<file path="src/rtl/atm_main.sv">
// atm_main -- single-session ATM controller over a fixed 4-account table.
//
// Purpose:
//   Accepts a card, authenticates its PIN, then runs deposit / withdraw /
//   balance-enquiry / exit transactions against per-account 16-bit balance
//   registers. The balances persist across sessions and are reloaded only
//   by reset.
//
// Ports:
//   clk          in   rising-edge clock
//   rst          in   synchronous active-high reset
//   start        in   session enable; low returns to IDLE from any state
//   cardnumber   in   [31:0] inserted card number
//   pin          in   [19:0] entered PIN, 0 = no entry
//   amount       in   [15:0] transaction amount
//   transaction  in   [2:0]  1 deposit, 2 withdraw, 3 enquiry, 4 exit
//   balance      out  [15:0] balance of the accepted account, else 0
//   state        out  [2:0]  IDLE=0 CARD=1 PIN=2 MENU=3 LOCKED=4
//   card_ok      out  card accepted
//   auth_ok      out  PIN accepted
//   locked       out  card locked
//   txn_done     out  one-cycle completion pulse
//   txn_err      out  one-cycle rejection pulse
//
// Configuration:
//   ATM_LOCKOUT_EN  when defined, the third wrong PIN attempt locks the
//                   account until reset and enters LOCKED. When undefined,
//                   attempts are unlimited and LOCKED is unreachable.

module atm_main (
  input  logic        clk,
  input  logic        rst,
  input  logic        start,
  input  logic [31:0] cardnumber,
  input  logic [19:0] pin,
  input  logic [15:0] amount,
  input  logic [2:0]  transaction,
  output logic [15:0] balance,
  output logic [2:0]  state,
  output logic        card_ok,
  output logic        auth_ok,
  output logic        locked,
  output logic        txn_done,
  output logic        txn_err
);

  typedef enum logic [2:0] {
    S_IDLE   = 3'd0,
    S_CARD   = 3'd1,
    S_PIN    = 3'd2,
    S_MENU   = 3'd3,
    S_LOCKED = 3'd4
  } state_t;

`ifdef ATM_LOCKOUT_EN
  localparam bit LOCKOUT = 1'b1;
`else
  localparam bit LOCKOUT = 1'b0;
`endif

  // Account table, entry 0 in the least significant slot.
  localparam logic [3:0][31:0] CARD_TAB = {32'd44445555, 32'd33334444, 32'd22223333, 32'd11112222};
  localparam logic [3:0][19:0] PIN_TAB  = {20'd9999, 20'd4321, 20'd1234, 20'd5432};
  localparam logic [3:0][15:0] BAL_INIT = {16'd0, 16'd500, 16'd2500, 16'd1000};

  state_t            state_reg, state_next;
  logic [1:0]        idx_reg, idx_next;
  logic [1:0]        attempts_reg, attempts_next;
  logic [3:0]        lock_reg, lock_next;
  logic [3:0][15:0]  bal_reg, bal_next;
  logic              card_ok_reg, card_ok_next;
  logic              auth_ok_reg, auth_ok_next;
  logic              locked_reg, locked_next;
  logic              done_reg, done_next;
  logic              err_reg, err_next;
  logic [19:0]       pin_prev_reg;
  logic [2:0]        txn_prev_reg;

  logic [3:0]        card_hit;
  logic [1:0]        hit_idx;
  logic [15:0]       cur_bal;
  logic [16:0]       sum;
  logic              pin_attempt;
  logic              txn_go;

  genvar gi;
  generate
    for (gi = 0; gi < 4; gi++) begin : g_match
      assign card_hit[gi] = (cardnumber == CARD_TAB[gi]);
    end
  endgenerate

  // Table card numbers are distinct, so at most one hit bit is set.
  always_comb begin
    hit_idx = 2'd0;
    for (int i = 0; i < 4; i++) begin
      if (card_hit[i]) hit_idx = i[1:0];
    end
  end

  assign cur_bal = bal_reg[idx_reg];
  assign sum     = {1'b0, cur_bal} + {1'b0, amount};
  // Edge-style detection: a held value is one attempt / one transaction.
  assign pin_attempt = (pin != '0) && (pin != pin_prev_reg);
  assign txn_go      = (transaction inside {[3'd1:3'd4]}) && (transaction != txn_prev_reg);

  always_comb begin
    state_next    = state_reg;
    idx_next      = idx_reg;
    attempts_next = attempts_reg;
    lock_next     = lock_reg;
    bal_next      = bal_reg;
    card_ok_next  = card_ok_reg;
    auth_ok_next  = auth_ok_reg;
    locked_next   = locked_reg;
    done_next     = 1'b0;
    err_next      = 1'b0;

    if (!start) begin
      state_next    = S_IDLE;
      card_ok_next  = 1'b0;
      auth_ok_next  = 1'b0;
      locked_next   = 1'b0;
      attempts_next = 2'd0;
    end else begin
      case (state_reg)
        S_IDLE: state_next = S_CARD;

        S_CARD: begin
          locked_next = 1'b0;
          if (|card_hit) begin
            if (lock_reg[hit_idx]) begin
              locked_next = 1'b1;
            end else begin
              state_next    = S_PIN;
              card_ok_next  = 1'b1;
              idx_next      = hit_idx;
              attempts_next = 2'd0;
            end
          end
        end

        S_PIN: begin
          if (pin_attempt) begin
            if (pin == PIN_TAB[idx_reg]) begin
              state_next    = S_MENU;
              auth_ok_next  = 1'b1;
              attempts_next = 2'd0;
            end else begin
              err_next = 1'b1;
              if (LOCKOUT && attempts_reg == 2'd2) begin
                // Third consecutive miss: lock the account for good.
                lock_next[idx_reg] = 1'b1;
                state_next         = S_LOCKED;
                locked_next        = 1'b1;
                card_ok_next       = 1'b0;
                attempts_next      = 2'd0;
              end else if (attempts_reg != 2'd3) begin
                attempts_next = attempts_reg + 2'd1;
              end
            end
          end
        end

        S_MENU: begin
          if (txn_go) begin
            case (transaction)
              3'd1: begin
                if (sum[16]) begin
                  err_next = 1'b1;
                end else begin
                  bal_next[idx_reg] = sum[15:0];
                  done_next         = 1'b1;
                end
              end
              3'd2: begin
                if (amount <= cur_bal) begin
                  bal_next[idx_reg] = cur_bal - amount;
                  done_next         = 1'b1;
                end else begin
                  err_next = 1'b1;
                end
              end
              3'd3: done_next = 1'b1;
              default: begin
                done_next    = 1'b1;
                card_ok_next = 1'b0;
                auth_ok_next = 1'b0;
                state_next   = S_CARD;
              end
            endcase
          end
        end

        S_LOCKED: state_next = S_LOCKED;

        default: state_next = S_IDLE;
      endcase
    end
  end

  always_ff @(posedge clk) begin
    if (rst) begin
      state_reg    <= S_IDLE;
      idx_reg      <= 2'd0;
      attempts_reg <= 2'd0;
      lock_reg     <= 4'd0;
      bal_reg      <= BAL_INIT;
      card_ok_reg  <= 1'b0;
      auth_ok_reg  <= 1'b0;
      locked_reg   <= 1'b0;
      done_reg     <= 1'b0;
      err_reg      <= 1'b0;
      pin_prev_reg <= '0;
      txn_prev_reg <= '0;
    end else begin
      state_reg    <= state_next;
      idx_reg      <= idx_next;
      attempts_reg <= attempts_next;
      lock_reg     <= lock_next;
      bal_reg      <= bal_next;
      card_ok_reg  <= card_ok_next;
      auth_ok_reg  <= auth_ok_next;
      locked_reg   <= locked_next;
      done_reg     <= done_next;
      err_reg      <= err_next;
      pin_prev_reg <= pin;
      txn_prev_reg <= transaction;
    end
  end

  assign state    = state_reg;
  assign balance  = card_ok_reg ? bal_reg[idx_reg] : 16'd0;
  assign card_ok  = card_ok_reg;
  assign auth_ok  = auth_ok_reg;
  assign locked   = locked_reg;
  assign txn_done = done_reg;
  assign txn_err  = err_reg;

endmodule

</file>
<file path="config.mk">
export PLATFORM = sky130hd
export DESIGN_NAME = atm_main
export DESIGN_NICKNAME = d
export VERILOG_FILES = /design/src/rtl/atm_main.sv
export SDC_FILE = /design/constraint.sdc
export NUM_CORES = 1
export LEC_CHECK = 0
export ABC_AREA = 1
export CORE_MARGIN = 8
export CORE_UTILIZATION = 40
export DETAILED_ROUTE_END_ITERATION = 7
export PLACE_DENSITY_LB_ADDON = 0.2
export SETUP_SLACK_MARGIN = 0.05
export SLEW_MARGIN = 30
export SYNTH_ARGS = -nofsm -noshare
export SYNTH_HDL_FRONTEND = slang
export SYNTH_SLANG_ARGS = --single-unit
</file>
<file path="constraint.sdc">
create_clock -name clk -period 9.14 [get_ports clk]
set_input_delay 0.914 -clock clk [delete_from_list [all_inputs] [get_ports clk]]
set_output_delay 0.914 -clock clk [all_outputs]
set_load 0.02 [all_outputs]
</file>
After elaboration in Yosys (flattened, before gate mapping)

Cells that the tools add are included.

Bits in registers: 97
Input port bits: 74
Output and inout bits: 24
Logic and storage cells: 109

Add/sub/neg operators: 2
Magnitude comparators: 6
Eq/ne operators: 22
Mux-type cells: 44
Bitwise gates (word level): 4
Reduce and logical (&&, ||, !) cells: 18

Operators with widths:

| kind                                                               | number |
|---|---|
| 64-bit bitwise mux                                                 | 2 |
| 64-bit two-way mux                                                 | 2 |
| 64-bit case mux with 2 select lines                                | 1 |
| 32-bit by 25-bit == test with 1-bit output (second input constant) | 2 |
| 16-bit two-way mux                                                 | 3 |
| 20-bit binary-select mux with 2-bit select                         | 1 |
| 16-bit binary-select mux with 2-bit select                         | 1 |
| 16-bit demux with 2-bit select                                     | 1 |
| 32-bit by 24-bit == test with 1-bit output (second input constant) | 1 |
| 32-bit by 26-bit == test with 1-bit output (second input constant) | 1 |
| 20-bit == test                                                     | 1 |
| 20-bit two-way mux                                                 | 1 |
| 20-bit != test                                                     | 1 |
| 20-bit nonzero test                                                | 1 |
| 3-bit two-way mux                                                  | 6 |
| 16-bit by 16-bit adder with 17-bit output                          | 1 |
| 1-bit two-way mux                                                  | 17 |
| 16-bit less-or-equal comparator                                    | 1 |
| 2-bit != test (second input constant)                              | 8 |
| 16-bit subtractor                                                  | 1 |
| 3-bit case mux with 5 select lines                                 | 1 |
| 3-bit by 2-bit == test with 1-bit output (second input constant)   | 4 |
| 6-bit AND reduction                                                | 2 |
| 1-bit case mux with 2 select lines                                 | 5 |
| other kinds (18)                                                   | 31 |

Longest topological paths before layout

Gate-level depths: netlist (run 1).

Depth after elaboration: 9
Depth in mapped cells: 21
Depth with buffers taken out: 20

Worst setup path after synthesis (run 1)

Ideal clock, no wire load.

Kind: reg2reg
From: register idx_reg[0]
To: register bal_reg[48] (netlist bit)
Library setup time: 116 ps
Data arrival time: 2912 ps
Data required time: 9024 ps
Path slack: 6112 ps
Cell stages (with the launch flop): 20
Path buffers: 5
Period minus slack after synthesis: 3028 ps
Path through: dfxtp_1 > buf_2 > buf_1 > clkbuf_1 > nand2_1 > o211ai_1 > nand2_1 > ha_1 > buf_2 > nand2_1 > inv_1 > a21oi_1 > nand3_1 > nand2_1 > nand3_2 > nand2_2 > nor2_4 > buf_4 > a21oi_1 > nor2_1

Word-level cells in the longest chain between the ends: 7
Elaborated cells between the ends (all ways): 18
Classes of those cells: add/sub (2); order compare (3); eq/ne (2); mux (9); reduce/logical (2)

RTL lines:

| item                                                                      | line | source |
|---|---|---|
| start: declaration                                                        | 67   | `logic [1:0] idx_reg, idx_next;` |
| start signal: assignment                                                  | 218  | `idx_reg <= idx_next;` |
| parallel branches: the longest is 7 deep, another holds 16-bit subtractor | --   |  |
| end signal: assignment                                                    | 221  | `bal_reg <= bal_next;` |
| end: declaration                                                          | 70   | `logic [3:0][15:0] bal_reg, bal_next;` |

Several ways; the timed one is not identified. The select of a mux whose other input is x is not followed.
A chain may end at the register's enable or synchronous reset.

Worst setup path in the final report (run 1)

From: register idx_reg[0]
To: register bal_reg[9] (netlist bit)

Same word-level chain as after synthesis.

==> impl_metrics.csv, run 1 <==
group,metric,value,unit
run_status,status,"finished clean",
placement,gp_congestion,0.963,
sta,rsz0062_at_grt,"no",
power,power_density,111,nW/um^2
synth,ys.flop_type,"dfxtp_1",
finish,multi_input_comb_area,4500,um^2
worst_setup_path,worstSetupPathType,"reg2reg",
clocking,cts_max_level,3,
clocking,cts-resized-gates,0,
hold_path,min_path_type,"reg2reg",
global_routing,antenna_found_initial,0,
worst_setup_path,path_cells,"buf_4 -> inv_2 -> nor2_1 -> nor2_1 -> o21ai_0 -> nand2_1 -> ha_1 -> nand2_1 -> nor2_1 -> nand3_1 -> nand3_1 -> nand2_1 -> nand3_2 -> nand4_2 -> a21oi_1 -> nand2_1",
route,viasPerCell,4.91,
worst_setup_path,cp_common_cell,"nand2_1",
route,drc,0,
clocking,path_clk_slew,70,ps
floorplanning,ios,98,
finish,largest_register_ffs,64,
synth,yosys-top-cells-area,"dfxtp_1 26%, nand2_1 18%, nor2_1 11%, inv_1 9.3%, ha_1 6.3%",
finish,n_antenna_cell,0,
synth,yosysTopAreaCellShare,0.262,
global_routing,grt_max_degree,61,
synth,yosys_warnings,0,
global_routing,grt_usage,0.184,
sta,fin_crit_sh,0.449,
synth,synth.yosys.seq_area_share,0.262,
synth,async_flop_share,0,
synth,synth_area,7330,um^2
worst_setup_path,crit_path_end_kind,"flip-flop",
synth,syn_inst,1257,
route,drt-total-wl,21300,um
global_routing,grt_pass1_wl,34100,um
clocking,tritoncts,"yes",
route,drtIter0Drc,612,
placement,hpwl,16300,um
worst_setup_path,cp_top_family,"simple AND/OR/NAND/NOR gates",
clocking,clock_path_buffers,2,
synth,synth_largest_area_cell,"dfxtp_1",
sta,slew_headroom,0.467,
floorplanning,core_area,18000,um^2
placement,placedInstanceArea,8400,um^2
sta,slew_viol_final,0,
finish,fin_nets,1435,
route,post_drt_wl_per_cell,13.7,um
worst_setup_path,worstSetupStartpointType,"flip-flop",
sta,min_period,4100,ps
worst_setup_path,worstPathMaxFanout,45,
job,max_cap_viol_count,0,
power,report.power.total,964,uW
clocking,clk-insertion-delay-late,340,ps
sta,worstMarginPinSlew,796,ps
worst_setup_path,cp.required,9370,ps
clocking,root_buffer,"clkbuf_16",
synth,ys_seq_elements,96,
synth,synth_common_cells,"359 x nand2_1, 212 x nor2_1, 181 x inv_1",
route,ant_nets,0,
sta,final-setup-viol-count,0,
route,first_pass_iters,5,
floorplanning,die_y,151,um
floorplanning,die-area,22900,um^2
clocking,post-cts-setup-buffers,0,
synth,synth_most_common_cell,"nand2_1",
worst_setup_path,worstPathArrival,4340,ps
floorplanning,initial_core_util,0.408,
finish,final_layout_size_suffix_gt1_frac,0.0332,
sta,fmax,0.244,GHz
finish,fillCellCount,1957,
synth,ys_types,42,
finish,syn_to_final_growth,18.6,%
placement,io_buffer_count,96,
worst_setup_path,critPathMaxStageDelay,530,ps
power,power.leakage,4.27,nW
clocking,ctsHoldBuffers,0,
global_routing,grt_pass1_vias,7122,
power,vdd_drop_max,0.0744,mV
floorplanning,chipWidth,151,um
synth,synth_edf_count,0,
worst_setup_path,path_buf_inv,2,
worst_setup_path,critPathSlowestCell,"ha_1",
sta,tns,0,ps
finish,fin_area,8700,um^2
clocking,cts_made_buffers,9,
floorplanning,placementRows,49,
synth,syn-num-nets,1370,
clocking,cts_sinks,96,
route,vias,7640,
sta,fin_skew,4.86,ps
global_routing,overflow,0,
finish,seqCellArea,1920,um^2
synth,syn_area_per_cell,5.83,um^2
sta,hold_violations,0,
==> cell usage in the layout (no fill, tap or decap), drive strengths merged, types with 2 or more instances in the layout <==
cell type,n
o211ai,6
nand3,73
nor4,3
clkbuf,11
fa,2
nor3,22
ha,37
o21ai,61
a21o,3
clkdlybuf4s50,96
or2,3
and3,3
nor2,215
xnor2,16
o21bai,2
xor2,10
dfxtp,96
nand4,14
inv,191
clkinv,3
a21oi,87
nand2,362
buf,3
==> metal layers <==
layer	share of wire	vias up	GRT usage	wire length, um
met5	0	-	0	0
li1	-	4012	-	-
met4	0.010	0	0.0426	212
met3	0.054	19	0.0209	1150
met2	0.46	199	0.306	9740
met1	0.48	3410	0.248	10200
==> per-stage QoR <==
step	utilization	hold WS, ps	cells	setup slack (ps)
after global placement	0.468	439	1540	4900
after CTS	0.484	462	1556	5070
after global routing	0.484	482	1556	4650
after detailed placement	0.468	451	1540	5090
after floorplan	-	428	1257	6110
final	0.484	461	1556	5040
==> worst paths after layout <==
path,from,to,slack [ps],cells after the start
worst max-delay path,idx_reg[0],bal_reg[9],5040,16
worst min-delay path,auth_ok,auth_ok,460,2
worst max register to register,idx_reg[0],bal_reg[9],5040,16
worst min register to register,auth_ok,auth_ok,460,2
==> cell type report <==
cell class,count,area share
inverter,190,0.0820
timing repair buffer,99,0.113
tap,229,0.0329
clock buffer,11,0.0291
clock inverter,5,0.00446
multi-input combinational,926,0.517
sequential,96,0.221
==> cell families (layout without fill, tap and decap cells) <==
kind of cell	count (synthesis)	count (layout)	synth area share
other cells	1	1	0.000511
fa+ha+maj	39	39	0.0686
xor+xnor	26	26	0.0310
simple gates	697	697	0.397
buf+inv	235	305	0.125
compound gates	163	163	0.116
flops	96	96	0.262
==> power by group <==
group          switching, mW  internal, mW  leakage, nW  total (mW)
registers            0.00307         0.424        0.781       0.427
clock network          0.168         0.202        0.143       0.369
logic                  0.101        0.0666         3.35       0.168
total                  0.272         0.692         4.27       0.964
==> tightest hold or removal path, stage by stage, from the launching register on <==
cell and delay, ps:
dfxtp_1 320, inv_1 50, a21oi_1 50
No activity file was read; power rests on OpenSTA's default activity.
==> inputs of run 2 (changes only) <==
==> constraint.sdc (replaced) <==
create_clock -name clk -period 4.2 [get_ports clk]
set_input_delay 0.42 -clock clk [delete_from_list [all_inputs] [get_ports clk]]
set_output_delay 0.42 -clock clk [all_outputs]
set_load 0.02 [all_outputs]
==> run 2 against run 1 <==
Largest power group unchanged. Global-route usage rose by 0.39 points. Sequential power rose by 120%. Cell area rose by 0.72%.
==> impl_metrics.csv, run 2 (same netlist as run 1, synthesis figures left out) <==
group,metric,value,unit
placement,io_buffer_count,96,
route,drtIter0Drc,630,
route,post_drt_wl_per_cell,13.6,um
finish,utilization,0.488,
floorplanning,die-area,22900,um^2
finish,fin_area,8760,um^2
sta,rsz0062_at_grt,"no",
worst_setup_path,critPathSlowestCell,"nand4_2",
sta,worstMarginPinSlew,686,ps
floorplanning,placementRows,49,
worst_setup_path,worstSetupStartpointType,"flip-flop",
sta,tns,0,ps
power,power.leakage,4.31,nW
worst_setup_path,worstSetupPathType,"reg2reg",
global_routing,grt_pass1_wl,34700,um
route,drt-total-wl,21300,um
route,first_pass_iters,5,
floorplanning,initial_core_util,0.408,
job,max_cap_viol_count,0,
floorplanning,die_y,151,um
worst_setup_path,cp.required,4450,ps
worst_setup_path,cp_top_family,"simple AND/OR/NAND/NOR gates",
placement,pre_cts_ws,614,ps
hold_path,min_path_type,"reg2reg",
global_routing,grt_usage,0.188,
placement,placedCellCount,1545,
global_routing,grt_max_degree,62,
finish,final_common_cell,"nand2_1",
finish,fillCellCount,1878,
worst_setup_path,worstPathArrival,3930,ps
sta,min_period,3690,ps
sta,final-setup-viol-count,0,
worst_setup_path,path_buf_inv,2,
clocking,cts-resized-gates,0,
clocking,clk-insertion-delay-late,350,ps
sta,hold_violations,0,
floorplanning,ios,98,
finish,n_antenna_cell,0,
power,vdd_drop_max,0.155,mV
clocking,clock_path_buffers,2,
clocking,path_clk_slew,70,ps
route,ant_nets,0,
sta,fin_skew,9.13,ps
sta,fmax,0.271,GHz
run_status,status,"finished clean",
clocking,cts_made_buffers,9,
sta,fin_hold_ws,455,ps
finish,mostFrequentLayoutCells,"359 x nand2_1, 212 x nor2_1, 181 x inv_1, 96 x dfxtp_1, 96 x clkdlybuf4s50_1",
clocking,post-cts-setup-buffers,0,
sta,fin_ws,511,ps
finish,syn_to_final_growth,19.4,%
worst_setup_path,crit_path_end_kind,"flip-flop",
worst_setup_path,path_cells,"inv_2 -> buf_4 -> o21ai_0 -> nand2_1 -> ha_1 -> o21ai_0 -> nand2_1 -> nand2_1 -> a21oi_1 -> nand2_1 -> nand2_4 -> nand4_2 -> o21ai_1 -> nor2_1",
sta,slew_headroom,0.542,
route,vias,7644,
finish,fin_cells,1560,
worst_setup_path,worstPathMaxFanout,22,
power,power_density,250,nW/um^2
route,viasPerCell,4.90,
placement,hpwl,16400,um
finish,final_layout_size_suffix_gt1_frac,0.0353,
clocking,ctsHoldBuffers,0,
clocking,cts_sinks,96,
clocking,tritoncts,"yes",
clocking,root_buffer,"clkbuf_16",
finish,fin_nets,1440,
sta,slew_viol_final,0,
global_routing,antenna_found_initial,0,
global_routing,overflow,0,
power,report.power.total,2.19,mW
global_routing,grt_pass1_vias,7042,
clocking,cts_max_level,3,
worst_setup_path,critPathMaxStageDelay,530,ps
floorplanning,chipWidth,151,um
sta,fin_crit_sh,0.878,
floorplanning,core_area,18000,um^2
route,drc,0,
worst_setup_path,cp_common_cell,"nand2_1",
placement,gp_congestion,0.893,
placement,placedInstanceArea,8440,um^2
finish,largest_register_ffs,64,
[run 2: cell types whose count changed in the layout (fill, tap and decap cells not counted)]
cell	delta
clkbuf_8	-2
clkinv_4	-1
dfxtp_1	+1
clkinvlp_4	+1
dfxtp_2	-1
buf_4	+5
clkinv_2	-1
bufinv_16	+2
[run 2: area by class of cell]
type	count	area (um^2)	share of cell area
clock buffer	9	225	0.0257
inverter	190	713	0.0814
sequential	96	1920	0.219
multi-input combinational	926	4500	0.514
timing repair buffer	104	1020	0.117
tap	229	287	0.0327
clock inverter	6	92.6	0.0106
[run 2: path summary, 6_finish.rpt]
path                end       start  cells past startpoint  slack [ps]
max          bal_reg[4]  idx_reg[0]                     14         510
min             auth_ok     auth_ok                      2         460
max reg2reg  bal_reg[4]  idx_reg[0]                     14         510
min reg2reg     auth_ok     auth_ok                      2         460
[run 2: report_power, final]
group / total [mW] / internal, mW / leakage [nW] / switching [mW]
Clock: 0.899 / 0.523 / 0.149 / 0.376
Combinational: 0.364 / 0.145 / 3.38 / 0.219
Sequential: 0.930 / 0.923 / 0.780 / 0.00669
[run 2: layer usage]
| metal | global-route usage | vias up | routed length (um) |
|---|---|---|---|
| met5 | 0 | - | 0 |
| met4 | 0.0544 | 0 | 311 |
| met3 | 0.0254 | 22 | 1080 |
| met2 | 0.296 | 159 | 9390 |
| met1 | 0.260 | 3427 | 10500 |
| li1 | - | 4036 | - |
[run 2: worst register-to-register path: stages (launching register included)]
cell and delay (ps):
dfxtp_1 480, inv_2 190, buf_4 240, o21ai_0 240, nand2_1 190, ha_1 470
o21ai_0 200, nand2_1 100, nand2_1 60, a21oi_1 170, nand2_1 180, nand2_4 160
nand4_2 530, o21ai_1 330, nor2_1 60
